`src/rtl/sipo_pkg.sv`:
```
// sipo_pkg: bit-order constants and counter sizing shared by the deserializer
package sipo_pkg;
  localparam logic DIR_MSB_FIRST = 1'b0;
  localparam logic DIR_LSB_FIRST = 1'b1;
  function automatic int cnt_w(input int width);
    return $clog2(width);
  endfunction
endpackage

```
`src/rtl/sipo_deser_if.sv`:
```
// sipo_deser_if: serial stream controls and word valid/ready handshake
interface sipo_deser_if #(parameter int WIDTH = 32);
  import sipo_pkg::*;
  logic en;
  logic serial_in;
  logic sync;
  logic lsb_first;
  logic ovr_clr;
  logic ready;
  logic [WIDTH-1:0] data;
  logic valid;
  logic overrun;
  logic [cnt_w(WIDTH)-1:0] bit_cnt;
  modport master (
    output en, serial_in, sync, lsb_first, ovr_clr, ready,
    input data, valid, overrun, bit_cnt
  );
  modport slave (
    input en, serial_in, sync, lsb_first, ovr_clr, ready,
    output data, valid, overrun, bit_cnt
  );
endinterface

```
`src/rtl/sipo_shift_core.sv`:
```
// sipo_shift_core: shift register, bit counter, per-word order latch and resync
module sipo_shift_core import sipo_pkg::*; #(
  parameter int WIDTH = 32
) (
  input  logic clk,
  input  logic rst,
  input  logic en,
  input  logic serial_in,
  input  logic sync,
  input  logic lsb_first,
  output logic [WIDTH-1:0] word,
  output logic word_done,
  output logic [cnt_w(WIDTH)-1:0] bit_cnt
);
  localparam int CW = cnt_w(WIDTH);
  logic [WIDTH-1:0] sh, base;
  logic [CW-1:0] cnt0;
  logic mode, m;
  always_comb begin
    base = sync ? '0 : sh;
    cnt0 = sync ? '0 : bit_cnt;
    m = cnt0 == '0 ? lsb_first : mode;
    word = m == DIR_LSB_FIRST ? {serial_in, base[WIDTH-1:1]} : {base[WIDTH-2:0], serial_in};
    word_done = en && !sync && bit_cnt == CW'(WIDTH - 1);
  end
  always_ff @(posedge clk or posedge rst)
    if (rst) begin
      sh <= '0;
      bit_cnt <= '0;
      mode <= DIR_MSB_FIRST;
    end else if (en) begin
      sh <= word;
      bit_cnt <= word_done ? '0 : cnt0 + CW'(1);
      mode <= m;
    end else if (sync) begin
      sh <= '0;
      bit_cnt <= '0;
    end
endmodule

```
`src/rtl/sipo_deser.sv`:
```
// sipo_deser: serial-to-parallel deserializer with holding register, handshake and overrun flag
module sipo_deser import sipo_pkg::*; #(
  parameter int WIDTH = 32
) (
  input logic clk,
  input logic rst,
  sipo_deser_if.slave bus
);
  logic [WIDTH-1:0] word;
  logic [cnt_w(WIDTH)-1:0] cnt;
  logic done, free;
  sipo_shift_core #(.WIDTH(WIDTH)) u_core (
    .clk(clk),
    .rst(rst),
    .en(bus.en),
    .serial_in(bus.serial_in),
    .sync(bus.sync),
    .lsb_first(bus.lsb_first),
    .word(word),
    .word_done(done),
    .bit_cnt(cnt)
  );
  assign bus.bit_cnt = cnt;
  assign free = !bus.valid || bus.ready;
  always_ff @(posedge clk or posedge rst)
    if (rst) begin
      bus.data <= '0;
      bus.valid <= 1'b0;
      bus.overrun <= 1'b0;
    end else begin
      bus.data <= done && free ? word : bus.data;
      bus.valid <= done || (bus.valid && !bus.ready);
      bus.overrun <= (done && !free) || (bus.overrun && !bus.ovr_clr);
    end
endmodule

```
`src/flat_wrapper.sv`:
```
// flat-port wrapper written by rule: the top's interface ports become plain ports
module sipo_deser_flat import sipo_pkg::*;
#(
  parameter int WIDTH = 32
)
  (clk, rst, bus_en, bus_serial_in, bus_sync, bus_lsb_first, bus_ovr_clr, bus_ready, bus_data, bus_valid, bus_overrun, bus_bit_cnt);
  sipo_deser_if #(.WIDTH(WIDTH)) bus_i ();
  input logic clk;
  input logic rst;
  input wire logic [$bits(bus_i.en)-1:0] bus_en;
  input wire logic [$bits(bus_i.serial_in)-1:0] bus_serial_in;
  input wire logic [$bits(bus_i.sync)-1:0] bus_sync;
  input wire logic [$bits(bus_i.lsb_first)-1:0] bus_lsb_first;
  input wire logic [$bits(bus_i.ovr_clr)-1:0] bus_ovr_clr;
  input wire logic [$bits(bus_i.ready)-1:0] bus_ready;
  output wire logic [$bits(bus_i.data)-1:0] bus_data;
  output wire logic [$bits(bus_i.valid)-1:0] bus_valid;
  output wire logic [$bits(bus_i.overrun)-1:0] bus_overrun;
  output wire logic [$bits(bus_i.bit_cnt)-1:0] bus_bit_cnt;
  assign bus_i.en = bus_en;
  assign bus_i.serial_in = bus_serial_in;
  assign bus_i.sync = bus_sync;
  assign bus_i.lsb_first = bus_lsb_first;
  assign bus_i.ovr_clr = bus_ovr_clr;
  assign bus_i.ready = bus_ready;
  assign bus_data = bus_i.data;
  assign bus_valid = bus_i.valid;
  assign bus_overrun = bus_i.overrun;
  assign bus_bit_cnt = bus_i.bit_cnt;
  sipo_deser #(.WIDTH(WIDTH)) u_core (.clk(clk), .rst(rst), .bus(bus_i));
endmodule
```
`config.mk`:
```
export PLATFORM = sky130hd
export DESIGN_NAME = sipo_deser_flat
export DESIGN_NICKNAME = d
export VERILOG_FILES = /design/src/rtl/sipo_pkg.sv /design/src/rtl/sipo_deser_if.sv /design/src/rtl/sipo_shift_core.sv /design/src/rtl/sipo_deser.sv /design/src/flat_wrapper.sv
export SDC_FILE = /design/constraint.sdc
export NUM_CORES = 1
export LEC_CHECK = 0
export CORE_MARGIN = 2
export CORE_UTILIZATION = 45
export DETAILED_ROUTE_END_ITERATION = 10
export GPL_ROUTABILITY_DRIVEN = 1
export GPL_TIMING_DRIVEN = 0
export PLACE_DENSITY = 0.77
export SLEW_MARGIN = 5
export SYNTH_ARGS = -nofsm -noshare
export SYNTH_HDL_FRONTEND = slang
export SYNTH_SLANG_ARGS = --single-unit
```
`constraint.sdc`:
```
create_clock -name clk -period 4.3 [get_ports clk]
set_clock_uncertainty 0.05 [all_clocks]
set_input_delay 1.075 -clock clk [delete_from_list [all_inputs] [get_ports clk]]
set_output_delay 1.075 -clock clk [all_outputs]
set_load 0.005 [all_outputs]
```
==> results.md, run 1 <==
* Most frequent cell after synthesis: dfrtp_1
* Post-route setup TNS at 0 ps
* Initial antenna violation count at 0
* Arrival time worst endpoint at 3860 ps
* Core Area at 7140 um2
* Io pins at 47
* Fin crit period at 3670 ps
* Fin cells at 500
* WHS Path Cells at 2
* CTS tree: done
* Synth async-reset ratio at 100%
* Critical path data required time at 4480 ps
* Place WS at 341 ps
* Nets at 405
* Unrepaired setup endpoints after global routing: no
* DRT Wirelength at 8120 um
* Vias in the first global route at 2,900
* Maxcap violations at 0
* Outcome: finished clean
* DP Cell Count at 484
* Critical Path Fanout Max at 10
* H-tree levels at 3
* Register area share after synthesis at 55.2%
* Synth cell count leaders: dfrtp_1 (72), nor2_1 (69), nand3_1 (33)
* Area leader, netlist: dfrtp_1
* Max Clock Freq at 0.272 GHz
* Max_slew headroom at 64.3%
* Gate Count Post-Synth at 339
* Antenna Nets Post-Route at 0
* Post-synth EDFFs at 0
* CTS Root Cell: clkbuf_8
* Slew @ Worst Pin at 536 ps
* CP endpoint kind: flop
* R2r setup slk at 1900 ps
* Number of fill cells in the layout at 658
* Mean Syn Cell Area at 9.63 um2
* Hold Fails Final Rpt at 0
* Multi-input gate area at 1310 um2
* Finished Core Util at 57.1%
* Clk pin slew, worst setup/hold paths at 80 ps
* Placed Area at 3860 um2
* Post-DR wirelength/cell at 16.2 um
* Starting density of the core at 45.7%
* Cells on worst reg2reg path at 7
* Worst vdd ir at 0.223 mV
* Ant diodes at 0
* Clock sink total at 72
* Critical Path Source Type: input pin
* Die Wd at 89.2 um
* Tcrit/Tclk final at 85.4%
* Final WS setup at 629 ps
* Num rows at 31
* Pin count of the biggest net entering global routing at 41
* Cell area after synthesis at 3260 um2
* DP HPWL at 5400 um
* Detailed-route via count at 3,003
* Worst-skew pair later-pin latency at 350 ps
* Longest Clk Path Bufs at 2
* Initial DRT Pass Iterations at 5
* Cts repair resizes at 0
* Vias per Instance at 6.01
* Post-layout instance area at 4080 um2
* Total GRT Usage at 22.2%
* Area contributors post-synth: dfrtp_1 (55%), a311oi_1 (8.1%), nor2_1 (7.9%), a31oi_1 (5.9%), nand3_1 (5.1%)
* Synth warn at 0
* Share of cells above drive strength 1 at 8.98%
* FF/Latch Area at 1800 um2
* Crit path kind: input pin to flop
* Final Slew Violations at 0
* Leak at 0.00166 uW
* # port buffers at 45
* Detailed router's first-iteration violation count at 243
* Hold Path Class: flop to flop
* DRC Markers at 0
* Synth Net Count at 348
* # hold bufs at CTS at 0
* Power per cell area at 373 nW/um2
* First-pass GRT wire length at 13,600 um
* Synth Flop Type: dfrtp_1
* Top-area cell type share of the netlist area at 55.2%
* GP Congestion at 0.825
* Chip height at 89.2 um
* Num CTS Buffers at 9
* Syn-to-layout area delta at 25.0%
* Yosys reg bits at 72
* GR Overflow Total at 0
* Yosys cell types at 37
* Die area at 7950 um2
* Post-CTS setup buffer count at 0
* Setup-failing EPs final at 0
path summary, 6_finish.rpt:
check / startpoint / end
max: bus_sync / u_core.u_core.sh[8]
min: u_core.u_core.sh[0] / u_core.u_core.sh[0]
max reg2reg: u_core.u_core.bit_cnt[0] / u_core.u_core.sh[8]
min reg2reg: u_core.u_core.sh[0] / u_core.u_core.sh[0]
max in group asynchronous: rst / u_core.u_core.sh[15]
min in group asynchronous: rst / u_core.bus.data[2]
sequential cells by signal, summed over array words and instances, names as in the netlist:
register,flops
u_core.u_core.bit_cnt,5
u_core.bus.valid,1
u_core.u_core.mode,1
u_core.bus.data,32
u_core.u_core.sh,32
u_core.bus.overrun,1
placed cells by master, fill, tap and decap left out, drive strengths merged, types with 2 or more instances in the layout:
cell,Yosys,final
clkdlybuf4s50,0,45
nand3,33,33
nor2,69,69
and2,2,2
a311oi,30,30
inv,3,4
nand2,8,8
nor4b,2,2
clkinv,0,2
o211ai,2,2
nand4,3,3
clkbuf,15,24
o21ai,32,32
clkinvlp,0,2
dfrtp,72,72
buf,16,17
nand2b,4,4
bufinv,0,2
xor2,2,2
a31oi,31,31
cells by family (layout without fill, tap and decap cells):
kind of cell / after synthesis / count (layout) / share of synthesized area, %
compound gates: 101 / 101 / 20.7
simple gates: 127 / 127 / 18.0
buf+inv: 34 / 96 / 4.56
flops: 72 / 72 / 55.2
fa+ha+maj: 1 / 1 / 0.383
mux: 1 / 1 / 0.345
xor+xnor: 3 / 3 / 0.805
power by group:
| part | switching (uW) | internal [uW] |
|---|---|---|
| clock network | 265 | 326 |
| logic | 133 | 69.2 |
| registers | 23.3 | 703 |
| total | 421 | 1100 |
per-layer routing:
layer	vias up	track usage [%]	routed length [um]
met2	170	33.9	3750
li1	1367	-	-
met3	20	3.69	610
met5	-	0	0
met1	1446	29.9	3570
met4	0	12.8	193
critical path: stages:
cell,delay [ps]
clkdlybuf4s50_1,570
clkbuf_1,420
nand2b_1,210
ha_1,210
nor4b_2,310
o21a_1,300
buf_2,260
o21ai_1,130
a311oi_1,360
area by class of cell:
type / count / share of cell area (%)
inverter: 3 / 0.338
tap: 99 / 3.04
timing repair buffer: 46 / 11.5
multi-input combinational: 233 / 32.2
sequential: 72 / 44.2
clock inverter: 7 / 2.30
clock buffer: 9 / 3.04
buffer: 31 / 3.38
stage by stage:
step	hold slack [ps]	power, uW
floorplan	398	875
global placement	422	928
detailed placement	423	936
CTS	447	1530
global route	449	1580
finish	450	1520
No activity file was read; power rests on OpenSTA's default activity.
==> run 2, diff against run 1 <==
Settings changed: PLACE_DENSITY 0.77 to 0.68.
==> run 2 against run 1 <==
Worst hold slack worse by 3.2 ps. Clock power is 22% lower. Via count is 2.3% lower. Critical endpoint is now u_core.u_core.sh[26]. Largest power group unchanged. Highest routed layer unchanged.
==> results.md, run 2 (synthesis gave the netlist of run 1 again) <==
* Max Clock Freq at 0.268 GHz (-1.6%)
* Arrival time worst endpoint at 3900 ps (+40 ps)
* WHS Endpoint: u_core.u_core.sh[0]
* CP Buf/Inv Count at 3 (unchanged)
* Top flop regs: u_core.bus.data (32), u_core.u_core.sh (32), u_core.u_core.bit_cnt (5)
* Post-CTS setup buffer count at 0 (unchanged)
* Slew @ Worst Pin at 548 ps (+11.9 ps)
* Hold Fails Final Rpt at 0 (unchanged)
* Starting density of the core at 45.7% (unchanged)
* Vias in the first global route at 2,960 (+2.1%)
* Critical path's top delay family: buffers and inverters
* Detailed-route via count at 2,933 (-2.3%)
* Core Area at 7140 um2 (unchanged)
* CP endpoint kind: flop
* Longest Clk Path Bufs at 2 (unchanged)
* Max incr delay on CP at 560 ps (about the same)
* Max_slew headroom at 63.0% (-1.3 points)
* Cts repair resizes at 0 (unchanged)
* Power per cell area at 346 nW/um2 (-7.3%)
* Antenna Nets Post-Route at 0 (unchanged)
* Setup-failing EPs final at 0 (unchanged)
* Hold Path Class: flop to flop
* Post-route setup TNS at 0 ps (unchanged)
* Cells on worst reg2reg path at 7 (unchanged)
* Finished Core Util at 56.3% (-0.81 points)
* WHS Path Cells at 2 (unchanged)
* Pin count of the biggest net entering global routing at 40 (-2.4%)
* Die Wd at 89.2 um (unchanged)
* Unrepaired setup endpoints after global routing: no
* Clock share of power at 33.1% (-5.8 points)
* Pint at 1000 uW (-8.6%)
* Vias per Instance at 5.90 (-1.7%)
* Worst-skew pair later-pin latency at 340 ps (about the same)
* # port buffers at 45 (unchanged)
* Outcome: finished clean
* # hold bufs at CTS at 0 (unchanged)
* CP max stage cell: clkdlybuf4s50_1
* Nets at 405 (unchanged)
* Commonest non-fill, non-tap cell in the layout: dfrtp_1
* Total GRT Usage at 22.6% (+0.47 points)
* Tcrit/Tclk final at 86.8% (+1.4 points)
* Fin cells at 497 (-0.60%)
* Most frequent cells in the layout: dfrtp_1 (72), nor2_1 (69), clkdlybuf4s50_1 (45)
* Ant diodes at 0 (unchanged)
* CTS Root Cell: clkbuf_8
* Syn-to-layout area delta at 23.2%
* GR Overflow Total at 0 (unchanged)
* Fin crit period at 3730 ps (+60.3 ps)
* Worst vdd ir at 0.174 mV (-22%)
* DRT Wirelength at 8270 um (+1.8%)
* First-pass GRT wire length at 13,800 um (+2.1%)
* Crit path kind: input pin to flop
* DP HPWL at 5530 um (+2.4%)
* Io pins at 47 (unchanged)
* Die area at 7950 um2 (unchanged)
* Detailed router's first-iteration violation count at 185 (-24%)
* Critical Path Fanout Max at 10 (unchanged)
* Num CTS Buffers at 9 (unchanged)
* H-tree levels at 3 (unchanged)
* Share of cells above drive strength 1 at 8.04% (-0.94 points)
* Leak at 0.00164 uW (-1.3%)
* Chip height at 89.2 um (unchanged)
* DRC Markers at 0 (unchanged)
* HP Start: u_core.u_core.sh[0]
* Maxcap violations at 0 (unchanged)
* Critical path data required time at 4470 ps (about the same)
* RR Endpoint: u_core.u_core.sh[26]
* Reg2reg start: u_core.u_core.bit_cnt[0]
* DP Cell Count at 484 (unchanged)
* Initial antenna violation count at 0 (unchanged)
* Worst-path cell chain: clkdlybuf4s50_1 -> clkbuf_1 -> nand2b_1 -> ha_1 -> nor4b_2 -> o21a_1 -> buf_2 -> o21ai_1 -> a311oi_1
* Psw at 385 uW (-8.4%)
* GP Congestion at 0.795 (-3.7%)
* Initial DRT Pass Iterations at 5 (unchanged)
* Critical Path Source Type: input pin
* Logic pwr share at 14.6% (+1.3 points)
* Final Slew Violations at 0 (unchanged)
* CTS tree: done
* R2r setup slk at 1830 ps (-70 ps)
* Tot Pwr at 1390 uW (-8.6%)
* Post-DR wirelength/cell at 16.6 um (+2.4%)
* Net Sw Frac at 27.7% (+0.052 points)
* Clock sink total at 72 (unchanged)
* Clk pin slew, worst setup/hold paths at 70 ps (about the same)
* Hold_ws at 447 ps (-3.20 ps)
* Sequential share of power at 52.3% (+4.5 points)
* Num rows at 31 (unchanged)
==> run 2: cell types whose count changed in the layout (fill, tap and decap cells not counted), sizes merged <==
cell	before	now
clkbuf	24	27
bufinv	2	0
clkinvlp	2	0
clkinv	2	1
inv	4	3
==> run 2: routing by layer <==
| metal | up-vias | track usage, % | wire [um] |
|---|---|---|---|
| li1 | 1357 | - | - |
| met2 | 101 | 33.6 | 3810 |
| met1 | 1465 | 32.1 | 3860 |
| met3 | 10 | 5.45 | 470 |
| met5 | - | 0 | 0 |
| met4 | 0 | 9.09 | 124 |
==> run 2: cell type report <==
class                           instances  area (um2)
Timing Repair Buffer                   46         470
Fill cell                             678        3120
Clock inverter                          1        5.00
Clock buffer                           12         155
Buffer                                 31         138
Inverter                                3        13.8
Tap cell                               99         124
Multi-Input combinational cell        233        1310
Sequential cell                        72        1800
==> run 2: worst max path at each step <==
stage / start / endpoint / slack [ps] / cells after the start
5_1_grt: bus_sync / u_core.u_core.sh[26] / 390 / 9
4_1_cts: bus_sync / u_core.u_core.sh[26] / 620 / 9
3_3_place_gp: rst / u_core.u_core.sh[20] / 140 / 2
2_1_floorplan: bus_sync / u_core.u_core.sh[31] / 1340 / 7
3_5_place_dp: bus_sync / u_core.u_core.sh[26] / 290 / 9
6_report: bus_sync / u_core.u_core.sh[26] / 570 / 9
==> run 2: stage by stage <==
step	area, um2	worst slack, ps
after detailed placement	3860	291
after CTS	4020	625
after floorplan	3260	1340
final	4020	569
after global routing	4020	389
after global placement	3840	140
==> run 2: power groups by stage <==
stage | Clock (uW) | Sequential [uW] | Combinational (uW)
after floorplan | 0 | 733 | 142
after global placement | 0 | 738 | 193
after detailed placement | 0 | 738 | 200
after CTS | 470 | 726 | 201
after global routing | 505 | 730 | 224
final | 459 | 727 | 203
==> run 2: tightest hold or removal path, delay by kind of cell (launching register included) <==
kind	cells	cell delay, ps
simple gates	2	110
flops	1	360
